### config.mk
export PLATFORM = sky130hd
export DESIGN_NAME = parity_stream
export DESIGN_NICKNAME = d
export VERILOG_FILES = /design/src/rtl/parity_pkg.sv /design/src/rtl/parity_reduce.sv /design/src/rtl/parity_stream.sv
export SDC_FILE = /design/constraint.sdc
export NUM_CORES = 1
export LEC_CHECK = 0
export ABC_AREA = 1
export CAP_MARGIN = 10
export CORE_ASPECT_RATIO = 0.9
export CORE_MARGIN = 4
export CORE_UTILIZATION = 51
export DETAILED_ROUTE_END_ITERATION = 10
export GPL_ROUTABILITY_DRIVEN = 0
export PLACE_DENSITY = 0.82
export SLEW_MARGIN = 20
export SYNTH_ARGS = -nofsm -noshare
export SYNTH_HDL_FRONTEND = slang
export SYNTH_SLANG_ARGS = --single-unit
### constraint.sdc
create_clock -name clk -period 3.8 [get_ports clk]
set_input_delay 0.76 -clock clk [delete_from_list [all_inputs] [get_ports clk]]
set_output_delay 0.76 -clock clk [all_outputs]
set_load 0.02 [all_outputs]
### src/rtl/parity_pkg.sv
// Shared types and helpers for the framed parity accumulator.
// Used by the RTL and by its testbenches.
package parity_pkg;

  typedef enum logic {
    ST_IDLE  = 1'b0,
    ST_ACCUM = 1'b1
  } state_e;

  localparam logic PAR_EVEN = 1'b0;
  localparam logic PAR_ODD  = 1'b1;

  function automatic int cnt_width(input int max_words);
    return $clog2(max_words + 1);
  endfunction

endpackage

### src/rtl/parity_reduce.sv
// XOR reduction of one data word.
// Generalises the old fixed 3-input parity cell.
module parity_reduce #(
  parameter int WIDTH = 8
) (
  input  logic [WIDTH-1:0] data,
  output logic             parity
);

  assign parity = ^data;

endmodule

### src/rtl/parity_stream.sv
// Accumulates parity over a valid/ready framed stream and
// emits one registered {parity, count, err} result per frame.
module parity_stream
  import parity_pkg::*;
#(
  parameter  int WIDTH     = 8,
  parameter  int MAX_WORDS = 16,
  localparam int CNT_W     = cnt_width(MAX_WORDS)
) (
  input  logic             clk,
  input  logic             rst,
  input  logic             in_valid,
  output logic             in_ready,
  input  logic [WIDTH-1:0] in_data,
  input  logic             in_last,
  input  logic             in_odd,
  output logic             out_valid,
  input  logic             out_ready,
  output logic             out_parity,
  output logic [CNT_W-1:0] out_count,
  output logic             out_err
);

  state_e           state_q, state_d;
  logic             acc_q, acc_d;
  logic             mode_q, mode_d;
  logic [CNT_W-1:0] cnt_q, cnt_d;

  logic             word_par;
  logic             accept, emit, close, first;
  logic             acc_inc, frame_mode;
  logic [CNT_W-1:0] cnt_inc;

  logic             ovalid_d, par_d, err_d;
  logic [CNT_W-1:0] ocnt_d;

  parity_reduce #(
    .WIDTH (WIDTH)
  ) u_reduce (
    .data   (in_data),
    .parity (word_par)
  );

  assign in_ready = !rst && (!out_valid || out_ready);
  assign accept   = in_valid && in_ready;
  assign emit     = out_valid && out_ready;

  always_comb begin
    state_d    = state_q;
    acc_d      = acc_q;
    cnt_d      = cnt_q;
    mode_d     = mode_q;
    close      = 1'b0;
    ovalid_d   = out_valid;
    par_d      = out_parity;
    ocnt_d     = out_count;
    err_d      = out_err;

    // First word of a frame starts from a clean slate and sets the mode
    first      = (state_q == ST_IDLE);
    acc_inc    = (first ? 1'b0 : acc_q) ^ word_par;
    cnt_inc    = (first ? '0 : cnt_q) + CNT_W'(1);
    frame_mode = first ? in_odd : mode_q;

    if (accept) begin
      close  = in_last || (cnt_inc == CNT_W'(MAX_WORDS));
      mode_d = frame_mode;
      if (close) begin
        state_d = ST_IDLE;
        acc_d   = 1'b0;
        cnt_d   = '0;
      end else begin
        state_d = ST_ACCUM;
        acc_d   = acc_inc;
        cnt_d   = cnt_inc;
      end
    end

    if (close) begin
      ovalid_d = 1'b1;
      par_d    = acc_inc ^ (frame_mode == PAR_ODD);
      ocnt_d   = cnt_inc;
      err_d    = !in_last;
    end else if (emit) begin
      ovalid_d = 1'b0;
    end
  end

  always_ff @(posedge clk) begin
    if (rst) begin
      state_q    <= ST_IDLE;
      acc_q      <= 1'b0;
      cnt_q      <= '0;
      mode_q     <= PAR_EVEN;
      out_valid  <= 1'b0;
      out_parity <= 1'b0;
      out_count  <= '0;
      out_err    <= 1'b0;
    end else begin
      state_q    <= state_d;
      acc_q      <= acc_d;
      cnt_q      <= cnt_d;
      mode_q     <= mode_d;
      out_valid  <= ovalid_d;
      out_parity <= par_d;
      out_count  <= ocnt_d;
      out_err    <= err_d;
    end
  end

endmodule

==> metrics.cfg, run 1 <==
[setup_path]
crit_arrival_ps = 2170
crit_slowest_cell = clkdlybuf4s50_1
worst-path-max-fanout = 10
path_class = in2out
path_common_cell = clkdlybuf4s50_1
slowest_delay_ps = 630
required_ps = 3040
path_delay_family = buffers and inverters
crit_chain = clkdlybuf4s50_1, a21oi_2, clkdlybuf4s50_1
critPathLaunchType = input pin
end_kind = primary output
path_buf_inv = 2

[clocking]
htree_levels = 1
cts_resized = 0
clk_pin_slew_worst_paths_ps = 90
clockBufferDepth = 2
worstSkewPairLatency_ps = 290
cts_buffers = 3
cts_tree = built
cts_root_buf = clkbuf_4
cts_hold_buf = 0
cts_setup_buffers = 0
clock-sinks = 16

[pwr]
finalPower_mw = 0.3601
p_leak_nw = 0.5459
cellPowerDensity_mw_per_mm2 = 302.0
ir_drop_uv = 223.1

[route]
drt_iter0_drc = 14
via_per_inst = 4.796
first_pass_iters = 4
vias = 916
drc = 0
wl_per_cell_um = 9.775
wirelength_um = 1867
drtAntennaViolNets = 0

[run]
drv_cap = 0

[timing]
slew_headroom = 0.7107
hold_viol_final = 0
period_needed_ps = 2931
worstMarginPinSlew_ps = 432.9
rsz0062_at_grt = false
max_freq_mhz = 341.2
maxSlewViolCount = 0
setup_violations = 0
post-route-period-util = 0.7712
setup_tns_ps = 0
finClkSkew_ps = 2.699

[logic_synthesis]
synth_flop_cell = dfxtp_1
syn_nets = 159
syn_inst = 144
ys_seq_area_frac = 0.3459
synth_cell_type_count = 23
ys_warn_count = 0
async_flop_share = 0
yosys_register_bits = 16
syn_area_um2 = 925.9
synth_edf_count = 0
avgSynthCellArea_um2 = 6.430

[cells_and_area]
post-route-util = 0.7018
areaGrowthSynthToFinish_pct = 28.78
n_antenna_cell = 0
multiInputGateArea_um2 = 510.5
layout_commonest_cell = nand2_1
drive_gt1_frac = 0.1078
fillerInstances = 162
final_cell_mix = 50 x nand2_1, 22 x clkdlybuf4s50_1, 19 x inv_1, 16 x nor2_1, 16 x dfxtp_1
final_area_mm2 = 0.001192
ff_latch_area_um2 = 320.3
nNetsFinal = 183

[grt]
grt_max_degree = 13
grt_overflow = 0
grt_pass1_vias = 800
track_usage = 0.1582
grt_pass1_wl_um = 3098
antenna_found_initial = 0

[floorplanning]
die_h_um = 48.42
start_util = 0.5449
io_pins = 23
fp.dieArea_mm2 = 0.002562
fp.coreArea_mm2 = 0.001699
fp.dieW_um = 52.92
std_cell_rows = 14

[placed_design]
place_hpwl_um = 1492
placed_area_mm2 = 0.001156
portBuffers = 22

[status]
status = complete, no violations

[hold_path]
min_path_type = reg2reg

-- path summary, 6_finish.rpt --
check                 endpoint  cells past startpoint          from  slack [ps]
hold reg to reg   out_count[4]                      2  out_count[4]         490
setup / recovery      in_ready                      3           rst         870
hold / removal    out_count[4]                      2  out_count[4]         490
setup reg to reg    out_parity                     12       state_q        1860
-- synth_stat cells, types with 2 or more instances --
master   count  area share
nand2_1     50        0.20
inv_1       19       0.077
dfxtp_1     16        0.35
nor2_1      16       0.065
a21oi_1      8       0.043
nand2_2      7       0.047
nand3_1      6       0.032
o21ai_0      6       0.032
a21oi_2      2       0.019
-- layer usage --
layer	share of wire	global-route usage	vias up
met4	0.0059	0.02979	0
met3	0.066	0.06748	2
met5	0	0	-
met2	0.47	0.2707	26
li1	-	-	493
met1	0.45	0.1810	395
-- power breakdown --
part | internal, mW | switching (mW)
Sequential | 0.174 | 0.00519
Combinational | 0.0325 | 0.0364
Clock | 0.0585 | 0.0538
-- sequential cells by signal, indices dropped and copies added (netlist names) --
signal,count
out_count,5
cnt_q,5
out_valid,1
out_err,1
acc_q,1
mode_q,1
state_q,1
out_parity,1
-- stage by stage --
stage	hold WS, ps	worst slack, ps	std cells
2_1_floorplan	452.8	1879	144
3_3_place_gp	454.1	886.1	187
3_5_place_dp	476.0	856.5	187
4_1_cts	496.8	857.1	191
5_1_grt	510.1	766.2	191
6_report	493.3	869.5	191
-- worst register-to-register path: stages, from the launching register on --
cell and delay (ps):
dfxtp_1 550, nand2_1 160, inv_1 80, ha_1 190
nand2_1 80, nor2_1 90, nand2_1 60, nand2_2 100
nand3_4 100, a21oi_4 240, nand2_2 90, nor2_2 70
nor2_1 40
-- logic make-up (layout without fill, tap and decap cells) --
logic type      count (synthesis)  after routing  share of synthesized area
simple gates                   82             82                     0.3838
buf+inv                        23             46                     0.1027
compound gates                 20             20                     0.1338
flops                          16             16                     0.3459
fa+ha+maj                       1              1                    0.01351
xor+xnor                        1              1                   0.009461
mux                             1              1                    0.01081
-- area by class of cell --
class                   instances  area share
flip-flops and latches         16      0.2686
clock buffers                   4     0.03043
multi-input cells             105      0.4281
well taps                      24     0.02518
inverters                      20     0.06296
repair buffers                 22      0.1847
Note: power is estimated with default switching activity, not from simulation.
==> inputs of run 2 (changes only) <==
Settings changed: CORE_UTILIZATION 51 to 43, PLACE_DENSITY 0.82 to 0.74.
Clock period 3.8 ns to 2.5 ns, I/O delays scaled along.
==> run 2 against run 1 <==
Against the previous run:
- worst setup slack worse by 630 ps
- global-route usage decreased by 1.6 points
- die area rose by 16%
- routed wire length down 1.4%
- via count is 0.11% lower
- critical endpoint unchanged
==> metrics.cfg, run 2 (synthesis gave the netlist of run 1 again) <==
[setup_path]
required_ps = 2000  ; -1040 ps
rr_worst_depth = 12  ; unchanged
worst-path-max-fanout = 2  ; -8
path_class = in2out
r2r-end = out_parity
timing.rr.start = state_q
end_kind = primary output
crit_arrival_ps = 1760  ; -410 ps
reg2reg_slack_ps = 510  ; -1350 ps
critPathLaunchType = input pin

[timing]
finClkSkew_ps = 3.909  ; +1.210 ps
setup_tns_ps = 0  ; unchanged
worstMarginPinSlew_ps = 386.1  ; -46.82 ps
setup_violations = 0  ; unchanged
maxSlewViolCount = 0  ; unchanged
rsz0062_at_grt = false
slew_headroom = 0.7423  ; +0.03156
max_freq_mhz = 442.8
hold_viol_final = 0  ; unchanged
post-route-period-util = 0.9034
period_needed_ps = 2259

[floorplanning]
std_cell_rows = 15  ; +1
io_pins = 23  ; unchanged
fp.dieArea_mm2 = 0.002960  ; +16%
fp.dieW_um = 56.91  ; +7.5%
fp.coreArea_mm2 = 0.001989  ; +17%
start_util = 0.4654  ; -0.07951
die_h_um = 52.02  ; +7.4%

[clocking]
cts_hold_buf = 0  ; unchanged
cts_root_buf = clkbuf_4
cts_resized = 0  ; unchanged
htree_levels = 1  ; unchanged
cts_buffers = 3  ; unchanged
clockBufferDepth = 2  ; unchanged
clock-sinks = 16  ; unchanged
clk_pin_slew_worst_paths_ps = 100  ; about the same
worstSkewPairLatency_ps = 280  ; about the same
cts_tree = built
cts_setup_buffers = 0  ; unchanged

[status]
status = complete, no violations

[route]
first_pass_iters = 4  ; unchanged
wl_per_cell_um = 9.485  ; -3.0%
drc = 0  ; unchanged
via_per_inst = 4.716  ; -1.7%
drtAntennaViolNets = 0  ; unchanged
wirelength_um = 1840  ; -1.4%
drt_iter0_drc = 9  ; -5
vias = 915  ; -0.11%

[hold_path]
min_to = out_count[2]
min_path_type = reg2reg
holdCritStartpoint = out_count[2]
min_path_cells = 2  ; unchanged

[cells_and_area]
post-route-util = 0.6075  ; -0.09422
nNetsFinal = 185  ; +1.1%
areaGrowthSynthToFinish_pct = 30.54
final_cell_mix = 50 x nand2_1, 22 x clkdlybuf4s50_1, 19 x inv_1, 16 x nor2_1, 16 x dfxtp_1
largest_registers = cnt_q (5), out_count (5)
drive_gt1_frac = 0.1183  ; +0.01056
final_area_mm2 = 0.001209  ; +1.4%
layout_commonest_cell = nand2_1
n_antenna_cell = 0  ; unchanged

[placed_design]
place_hpwl_um = 1469  ; -1.5%
placed_area_mm2 = 0.001172  ; +1.4%
portBuffers = 22  ; unchanged

[grt]
top_usage_layer = met2
antenna_found_initial = 0  ; unchanged
grt_overflow = 0  ; unchanged
grt_max_degree = 10  ; -3
grt_pass1_wl_um = 3270  ; +5.6%
use_met3 = 0.03474  ; -0.03275
track_usage = 0.1420  ; -0.01616
met1_usage = 0.1747  ; -0.006254
grt_pass1_vias = 786  ; -1.8%
grtUsageMet2 = 0.2376  ; -0.03302

[run]
drv_cap = 0  ; unchanged

[pwr]
cellPowerDensity_mw_per_mm2 = 458.4  ; +52%
ir_drop_uv = 216.6  ; -2.9%
p_leak_nw = 0.5552  ; +1.7%

run 2: cell types whose count changed in the layout (fill, tap and decap cells not counted), sizes merged:
cell | previous run | this run
buf | 0 | 2
run 2: power by group:
group | leakage, nW | internal, mW | switching, mW | total, mW
sequential | 0.130 | 0.264 | 0.00794 | 0.272
combinational | 0.404 | 0.0516 | 0.0559 | 0.107
clock | 0.0210 | 0.0886 | 0.0858 | 0.174
run 2: layer usage:
layer,vias to the layer above,part of all wire
met5,-,0
met3,4,0.062
met2,22,0.44
li1,491,-
met1,398,0.48
met4,0,0.014
run 2: final cells by class:
type | count | area, um2
Fill cell | 201 | 780.7
Multi-Input combinational cell | 105 | 510.5
Sequential cell | 16 | 320.3
Timing Repair Buffer | 24 | 235.2
Inverter | 20 | 75.07
Clock buffer | 4 | 36.28
Tap cell | 25 | 31.28
run 2: worst max-delay path by stage:
| stage | from | to |
|---|---|---|
| finish | out_ready | in_ready |
| global route | out_ready | in_ready |
| CTS | out_ready | in_ready |
| detailed placement | out_ready | in_ready |
| global placement | out_ready | in_ready |
| floorplan | rst | acc_q |
run 2: stage by stage:
| step | instances | total power, mW | hold slack [ps] | setup slack (ps) |
|---|---|---|---|---|
| after global placement | 190 | 0.3833 | 452.4 | 257.8 |
| after global routing | 194 | 0.5889 | 508.3 | 193.5 |
| final | 194 | 0.5540 | 485.5 | 241.5 |
| after floorplan | 144 | 0.3413 | 452.8 | 889.5 |
| after detailed placement | 190 | 0.3858 | 467.3 | 236.7 |
| after CTS | 194 | 0.5574 | 488.1 | 229.8 |
run 2: worst max-delay path: stages:
cell             delay [ps]
clkdlybuf4s50_1         450
inv_1                    50
a21oi_2                 130
clkdlybuf4s50_1         620
